===== config.mk =====
export PLATFORM = sky130hd
export DESIGN_NAME = clock_alarm
export DESIGN_NICKNAME = d
export VERILOG_FILES = /design/src/rtl/clock_alarm.sv
export SDC_FILE = /design/constraint.sdc
export NUM_CORES = 1
export LEC_CHECK = 0
export CAP_MARGIN = 25
export CORE_UTILIZATION = 45
export DETAILED_ROUTE_END_ITERATION = 16
export GPL_ROUTABILITY_DRIVEN = 0
export HOLD_SLACK_MARGIN = 0.03
export MAX_ROUTING_LAYER = met4
export PLACE_DENSITY = 0.67
export SKIP_LAST_GASP = 1
export SLEW_MARGIN = 20
export SYNTH_ARGS = -nofsm -noshare
export SYNTH_HDL_FRONTEND = slang
export SYNTH_SLANG_ARGS = --single-unit

===== constraint.sdc =====
create_clock -name clk -period 3.83 [get_ports clk]
set_input_delay 0.383 -clock clk [delete_from_list [all_inputs] [get_ports clk]]
set_output_delay 0.383 -clock clk [all_outputs]
set_load 0.03 [all_outputs]

===== src/rtl/clock_alarm.sv =====
// Compare/alarm peripheral: raises irq when the tick count reaches a programmed target (one-shot or periodic).
// Latency: bus access acknowledged 1 cycle after bus_valid; match -> PENDING/CAPTURE/irq on the next edge.
// Backpressure: none; each access completes in one cycle, a held bus_valid yields one access per 2 cycles.
module clock_alarm #(
    parameter int ADDR_W = 5
) (
    input  logic              clk,
    input  logic              resetn,
    input  logic [31:0]       time_in,
    input  logic              bus_valid,
    output logic              bus_ready,
    input  logic [3:0]        bus_wstrb,
    input  logic [ADDR_W-1:0] bus_addr,
    input  logic [31:0]       bus_wdata,
    output logic [31:0]       bus_rdata,
    output logic              irq
);

    typedef enum logic [1:0] {
        IDLE  = 2'd0,
        ARMED = 2'd1,
        FIRED = 2'd2
    } state_t;

    state_t      state;
    state_t      state_n;

    logic [2:0]  ctrl;        // {IE, PERIODIC, EN}
    logic [31:0] compare;
    logic [31:0] period;
    logic        pending;
    logic        overrun;
    logic [31:0] capture;

    logic        access;
    logic        wr;
    logic [2:0]  word;
    logic        wr_ctrl;
    logic        wr_cmp;
    logic        wr_per;
    logic        wr_status;
    logic [1:0]  status_clr;
    logic [31:0] ctrl_merged;
    logic [31:0] cmp_merged;
    logic [31:0] per_merged;
    logic [31:0] diff;
    logic        reached;
    logic        match;
    logic        reload;
    logic [31:0] rd_mux;
    logic        unused_bits;

    // Replace only the byte lanes selected by the write strobes.
    function automatic logic [31:0] merge_lanes(input logic [31:0] old_val,
                                                input logic [31:0] new_val,
                                                input logic [3:0]  strb);
        logic [31:0] res;
        res = old_val;
        for (int i = 0; i < 4; i++) begin
            if (strb[i]) begin
                res[i*8 +: 8] = new_val[i*8 +: 8];
            end
        end
        return res;
    endfunction

    // An access starts on the first cycle of bus_valid; the ack cycle itself is never a new access.
    assign access    = bus_valid & ~bus_ready;
    assign wr        = access & (bus_wstrb != 4'b0000);
    assign word      = bus_addr[4:2];
    assign wr_ctrl   = wr & (word == 3'd0);
    assign wr_cmp    = wr & (word == 3'd1);
    assign wr_per    = wr & (word == 3'd2);
    assign wr_status = wr & (word == 3'd3);

    // STATUS bits live in byte 0, so only lane 0 can clear them.
    assign status_clr = {2{wr_status & bus_wstrb[0]}} & bus_wdata[1:0];

    assign ctrl_merged = merge_lanes({29'd0, ctrl}, bus_wdata, bus_wstrb);
    assign cmp_merged  = merge_lanes(compare, bus_wdata, bus_wstrb);
    assign per_merged  = merge_lanes(period, bus_wdata, bus_wstrb);

    // Wrap-safe "reached or passed": the difference lies in the forward half of the ring.
    assign diff    = time_in - compare;
    assign reached = ~diff[31];

    assign unused_bits = ^{bus_addr[1:0], ctrl_merged[31:3], diff[30:0]};

    // FSM state register.
    always_ff @(posedge clk or negedge resetn) begin
        if (!resetn) begin
            state <= IDLE;
        end else begin
            state <= state_n;
        end
    end

    // Next state and match qualification; a CTRL/COMPARE write owns the cycle and suppresses the match.
    always_comb begin
        state_n = state;
        match   = 1'b0;
        reload  = 1'b0;
        if (wr_ctrl) begin
            state_n = ctrl_merged[0] ? ARMED : IDLE;
        end else begin
            case (state)
                ARMED: begin
                    if (reached && !wr_cmp) begin
                        match = 1'b1;
                        if (ctrl[1] && (period != 32'd0)) begin
                            reload = 1'b1;
                        end else begin
                            state_n = FIRED;
                        end
                    end
                end
                IDLE:    state_n = IDLE;
                FIRED:   state_n = FIRED;
                default: state_n = IDLE;
            endcase
        end
    end

    // Register read multiplexer; words 6-7 read as zero.
    always_comb begin
        rd_mux = 32'd0;
        case (word)
            3'd0:    rd_mux = {29'd0, ctrl};
            3'd1:    rd_mux = compare;
            3'd2:    rd_mux = period;
            3'd3:    rd_mux = {30'd0, overrun, pending};
            3'd4:    rd_mux = capture;
            3'd5:    rd_mux = time_in;
            default: rd_mux = 32'd0;
        endcase
    end

    // Bus response registers: one-cycle ack with data sampled before the edge.
    always_ff @(posedge clk or negedge resetn) begin
        if (!resetn) begin
            bus_ready <= 1'b0;
            bus_rdata <= 32'd0;
        end else begin
            bus_ready <= access;
            bus_rdata <= access ? rd_mux : 32'd0;
        end
    end

    // Programmable registers, periodic reload and match side effects; a match set beats a STATUS clear.
    always_ff @(posedge clk or negedge resetn) begin
        if (!resetn) begin
            ctrl    <= 3'd0;
            compare <= 32'd0;
            period  <= 32'd0;
            pending <= 1'b0;
            overrun <= 1'b0;
            capture <= 32'd0;
        end else begin
            if (wr_ctrl) begin
                ctrl <= ctrl_merged[2:0];
            end
            if (wr_cmp) begin
                compare <= cmp_merged;
            end else if (reload) begin
                compare <= compare + period;
            end
            if (wr_per) begin
                period <= per_merged;
            end
            if (match) begin
                capture <= time_in;
            end
            pending <= (pending & ~status_clr[0]) | match;
            overrun <= (overrun & ~status_clr[1]) | (match & pending);
        end
    end

    // Interrupt is a pure function of registered state.
    assign irq = pending & ctrl[2];

endmodule


# --- Yosys cells after proc, flatten, opt, wreduce, memory -nomap -nowiden ---
# Index checks and enable logic that the tools add are counted.
totals:
  output_inout_bits: 34
  elab_cells: 87
  ff_bits: 136
  in_bits: 76
classes:
  bitwise: 18
  reduce_logical: 17
  addsub: 2
  eq_ne: 13
  n_mux: 21
ops:
  columns: ["operator", "count"]
  rows:
  - ["32-bit case mux with 6 select lines", 1]
  - ["32-bit two-way mux", 3]
  - ["32-bit adder", 1]
  - ["8-bit two-way mux", 4]
  - ["32-bit nonzero test", 1]
  - ["32-bit subtractor", 1]
  - ["2-bit AND reduction", 10]
  - ["1-bit AND", 11]
  - ["1-bit two-way mux", 9]
  - ["2-bit inequality test (second input constant)", 4]
  - ["3-bit by 2-bit == test with 1-bit output (second input constant)", 2]
  - ["3-bit == test (second input constant)", 2]
  - ["2-bit two-way mux", 3]
  - ["3-bit inequality test (second input constant)", 2]
  - ["1-bit inverter", 4]
  - ["2-bit case mux with 2 select lines", 1]
  - ["4-bit nonzero test", 1]
  - ["3-bit by 1-bit == test with 1-bit output (second input constant)", 1]
  - ["3-bit zero test", 1]
  - ["2-bit AND", 1]
  - ["2-bit by 1-bit == test with 1-bit output (second input constant)", 1]
  - ["2-bit == test (second input constant)", 1]
  - ["1-bit logical AND", 2]
  - ["1-bit bitwise OR", 2]
  - ["2 further kinds", 2]

# --- Longest topological paths before layout ---
logic_depth:
  ltp_word: 11
  depth_mapped: 12
  ltp_nobuf: 12

# --- Least setup slack after synthesis ---
# Ideal clock, no wire load.
synth_path:
  path_type: "register to register"
  startpoint: "register compare[15]"
  endpoint: "register compare[28]"
  t_required_ns: 3.703
  path_slack_ns: 1.083
  n_path_buf: 0
  setup_time_ns: 0.127
  path_stages_with_launch: 11
  synth_period_minus_slack_ns: 2.747
  t_arrival_ns: 2.621
  cell_sequence: "dfrtp_1 -> ha_1 -> a211o_1 -> a2111oi_0 -> nor3_1 -> a21o_1 -> a41o_1 -> a41o_1 -> o41ai_2 -> xor2_1 -> o21ai_1"
synth_between:
  elab_chain_len: 8
  elab_cells_between_ends: 11
  classes_between: "add/sub (2); mux (5); bitwise (1); reduce/logical (3)"
synth_rtl:
  columns: ["item", "line", "rtl"]
  rows:
  - ["from (decl)", "29", "logic [31:0] compare;"]
  - ["from (signal assigned)", "163", "compare <= cmp_merged;"]
  - ["from (signal assigned)", "165", "compare <= compare + period;"]
  - ["32-bit subtractor", "84", "assign diff = time_in - compare;"]
  - ["1-bit inverter", "85", "assign reached = ~diff[31];"]
  - ["1-bit logical AND", "108", "if (reached && !wr_cmp) begin"]
  - ["1-bit two-way mux", "108", null]
  - ["1-bit two-way mux", "106", "case (state)"]
  - ["1-bit two-way mux", "103", "if (wr_ctrl) begin"]
  - ["2-bit nonzero test (no line)", null, null]
  - ["2-bit AND reduction (no line)", null, null]
# Several ways; a longest one is shown, not always the timed one. The select of a mux whose other input is x is not followed.
# A chain may end at the register's enable or synchronous reset.

# --- Final worst setup path ---
layout_path:
  startpoint: "register compare[11]"
  endpoint: "register compare[30]"
# The elaborated chain is that of the path after synthesis.

==> metrics <==
number of core rows between 40 and 50; largest buffer count on any clock path 2; run status finished clean; initial cell density of the core between 40 and 50%; power per unit of standard cell area approximately 650 nW/um2; highest fanout seen on the critical path 9; RSZ-0062 raised after global routing no; area inside the core boundary 18020 um2; depth of the CTS H-tree 4; CTS Buf Count 17; final critical path time including I/O delays and setup approximately 3.2 ns; aggregate negative setup slack 0 ns; largest net degree at the start of global routing ~110; Worst Max-Slew Pin Slew between 0.6 and 0.7 ns; part of the cycle the worst path needs 82.79%; detailed placer's ending HPWL 16220 um; post-route worst setup slack approximately 0.66 ns; drt total wl between 20000 and 25000 um; post-synthesis cell type count 66; post-placement setup slack 0.3868 ns; YS warnings 0; DR DRC count 0; max capacitance violation total 0; type of the tightest min-delay check input pin to async pin; # IOs 110; Async SR Flop Fraction 100.0%; maximum vdd ir drop between 0.0003 and 0.0004 V; Vert. Die Dim 137.9 um; Final Max Tran Viols 0; Critical Path Start Type flip-flop; total via count after detailed routing about 7000; final hold violation count 0; non-filler cells in the finished layout around 1200; global routing's busiest layer met2; portion of the post-synthesis area used by sequential elements 40.96%; number of synthesized flops with an enable pin 0; highest-count cells in the layout ignoring fill and taps sky130_fd_sc_hd__dfrtp_1, sky130_fd_sc_hd__clkdlybuf4s50_1, sky130_fd_sc_hd__a21oi_1; overall overflow remaining after global route 0; CP Capture Type flip-flop; FF-to-FF setup slack approximately 0.66 ns; Critical Path Source compare[11]$_DFFE_PN0P_; number of antenna-violating nets in the routed design 0; buffer type at the clock tree root sky130_fd_sc_hd__clkbuf_16; Max Clock Freq between 300 and 400 MHz; Crit Reg-Reg Endpoint compare[30]$_DFFE_PN0P_; source-to-sink clock delay at the later pin of the worst-skew pair ~0.42 ns; antenna cells 0; IO buf count between 100 and 150; Post-synth top flop sky130_fd_sc_hd__dfrtp_1; count of endpoints failing setup in the final report 0; launch point of the worst reg-to-reg path compare[11]$_DFFE_PN0P_; routing usage on met1 a little over a third; most common cell after layout, fill and taps aside sky130_fd_sc_hd__dfrtp_1; mean post-synth cell area 9.751 um2; number of nets in the synthesized netlist just under 1000; Area growth syn-to-layout 23.00%; M2 GR Usage between 30% and 40%; global-route total usage across every layer around a quarter; type of the worst setup path flip-flop to flip-flop; CTS sink count 136; average wire per cell in the routed design 18.98 um; number of DRC violations after detailed-routing iteration 0 about 590; Horiz. Die Dim 137.9 um; Max transition margin 57.29%; clock slew at the register clock pins of the worst setup and hold paths about 0.060 ns; worst path arrival time between 3 and 4 ns; flip-flop and latch count after synthesis about 140; via count of the first global-routing pass 6744; Syn Inst Count approximately 850; depth of the worst register-to-register path 10; Final Net Count between 1000 and 1500; length of the first detailed-routing pass in iterations 5; share of final-layout standard cells stronger than drive strength 1 ~10%; data required time at the worst endpoint between 4 and 5 ns; wire length of the first global-routing pass about 36000 um; vias per cell ~6; final worst clock skew just over 0.009 ns; Static Leak between 0.004 and 0.005 uW; GR Layer Usage met3 between 3 and 4%; Resized cells post-CTS 0; die area 19010 um2; cell area after synthesis a little over 8000 um2; number of cells in the design after placement 1159; TritonCTS clock tree done; antenna violations before repair 0
## cells by family after synthesis
group	count (synthesis)	synth area share (%)
adder cells (fa/ha/maj)	63	9.578
XOR/XNOR	29	3.057
AND/OR/NAND/NOR	198	11.10
AO/OA/AOI/OAI	275	21.54
buffers and inverters	82	4.443
multiplexers	69	9.322
flip-flops	136	40.96
## worst max-delay path, stage by stage (launching register included)
cell and delay [ns]:
sky130_fd_sc_hd__dfrtp_1 0.42, sky130_fd_sc_hd__ha_1 0.44, sky130_fd_sc_hd__a211oi_1 0.28, sky130_fd_sc_hd__o21ai_0 0.16, sky130_fd_sc_hd__a221oi_1 0.39, sky130_fd_sc_hd__a21boi_1 0.20
sky130_fd_sc_hd__a41o_1 0.33, sky130_fd_sc_hd__a311oi_1 0.45, sky130_fd_sc_hd__o22ai_1 0.15, sky130_fd_sc_hd__xnor2_1 0.17, sky130_fd_sc_hd__o21ai_1 0.07
## metrics by stage
step | hold slack [ns] | area (um2) | power [uW] | utilization [%]
2_1_floorplan | 0.08741 | 8308 | 4154 | -
3_3_place_gp | 0.4624 | 9579 | 4839 | 53.14
3_5_place_dp | 0.4753 | 9579 | 4886 | 53.14
4_1_cts | 0.1497 | 10180 | 6608 | 56.48
5_1_grt | 0.4085 | 10220 | 7099 | 56.69
6_report | 0.3934 | 10220 | 6633 | 56.69
## cell type report
cell class / instances / area, um2
inverter: 38 / 142.6
clock inverter: 14 / 172.7
sequential: 136 / 3403
fill: 1645 / 7806
tap: 229 / 286.5
timing repair buffer: 124 / 1235
clock buffer: 18 / 429.2
multi-input combinational: 634 / 4549
## cell usage after synthesis, types with 2 or more instances
master                     instances  area [um2]
sky130_fd_sc_hd__nand3_1          12       60.06
sky130_fd_sc_hd__o21a_1            7       52.55
sky130_fd_sc_hd__nand4_1           8       50.05
sky130_fd_sc_hd__o221ai_1          2       17.52
sky130_fd_sc_hd__nand2b_1          5       31.28
sky130_fd_sc_hd__o21bai_1          3       22.52
sky130_fd_sc_hd__buf_6             8       90.09
sky130_fd_sc_hd__nor2_1           52       195.2
sky130_fd_sc_hd__nor2b_1           6       37.54
sky130_fd_sc_hd__dfrtp_1         136        3403
sky130_fd_sc_hd__a21o_1           12       90.09
sky130_fd_sc_hd__a221oi_1          3       26.28
sky130_fd_sc_hd__xor2_1           11       96.34
sky130_fd_sc_hd__o31a_1            2       17.52
sky130_fd_sc_hd__a41o_1            2       20.02
sky130_fd_sc_hd__nor3b_1           2       15.01
sky130_fd_sc_hd__a31oi_1          20       125.1
sky130_fd_sc_hd__mux2_2           40       450.4
sky130_fd_sc_hd__o211ai_1          7       52.55
sky130_fd_sc_hd__and3_1            5       31.28
sky130_fd_sc_hd__a21oi_1          81       405.4
sky130_fd_sc_hd__and4_1            3       26.28
sky130_fd_sc_hd__mux2i_1           2       20.02
sky130_fd_sc_hd__nor3_1            5       25.02
sky130_fd_sc_hd__nand3b_1          2       15.01
sky130_fd_sc_hd__ha_1             62       775.7
sky130_fd_sc_hd__xnor2_1          18       157.7
sky130_fd_sc_hd__o21ai_1           3       15.01
sky130_fd_sc_hd__clkbuf_1         34       127.6
sky130_fd_sc_hd__nor4_1           10       62.56
sky130_fd_sc_hd__inv_1            38       142.6
sky130_fd_sc_hd__nand2_1          78       292.8
sky130_fd_sc_hd__a21o_2            3       26.28
sky130_fd_sc_hd__a22oi_1          69       518.0
sky130_fd_sc_hd__and2_1            2       12.51
sky130_fd_sc_hd__a211oi_1          6       45.04
sky130_fd_sc_hd__mux2_1           27       304.0
sky130_fd_sc_hd__o21ai_0          38       190.2
## worst max-delay path by stage
stage | slack, ns | endpoint
after floorplan | 1.08 | compare[28]$_DFFE_PN0P_
after global placement | 0.44 | compare[31]$_DFFE_PN0P_
after detailed placement | 0.39 | compare[31]$_DFFE_PN0P_
after CTS | 0.74 | compare[30]$_DFFE_PN0P_
after global routing | 0.45 | compare[28]$_DFFE_PN0P_
final | 0.66 | compare[30]$_DFFE_PN0P_
## power by group
part	internal [uW]	switching, uW
clock network	1030	669
registers	1750	327
logic	1290	1580
total	4060	2570
## per-layer routing
layer  routed length (um)  up-vias
met3                 1139       23
li1                     -     3342
met2                10150      216
met4                  323        0
met1                11040     3486
met5                    0        -
## sequential cells by signal (all words and copies together), names as in the netlist
| signal | cells |
|---|---|
| bus_ready | 1 |
| compare | 32 |
| period | 32 |
| capture | 32 |
| bus_rdata | 32 |
| pending | 1 |
| ctrl | 3 |
| state | 2 |
| overrun | 1 |
## what timing repair did
item,CTS,global route
hold endpoints to repair,0,26
setup buffers,0,0
hold buffers,0,1
Power figures use the tool's default switching activity.
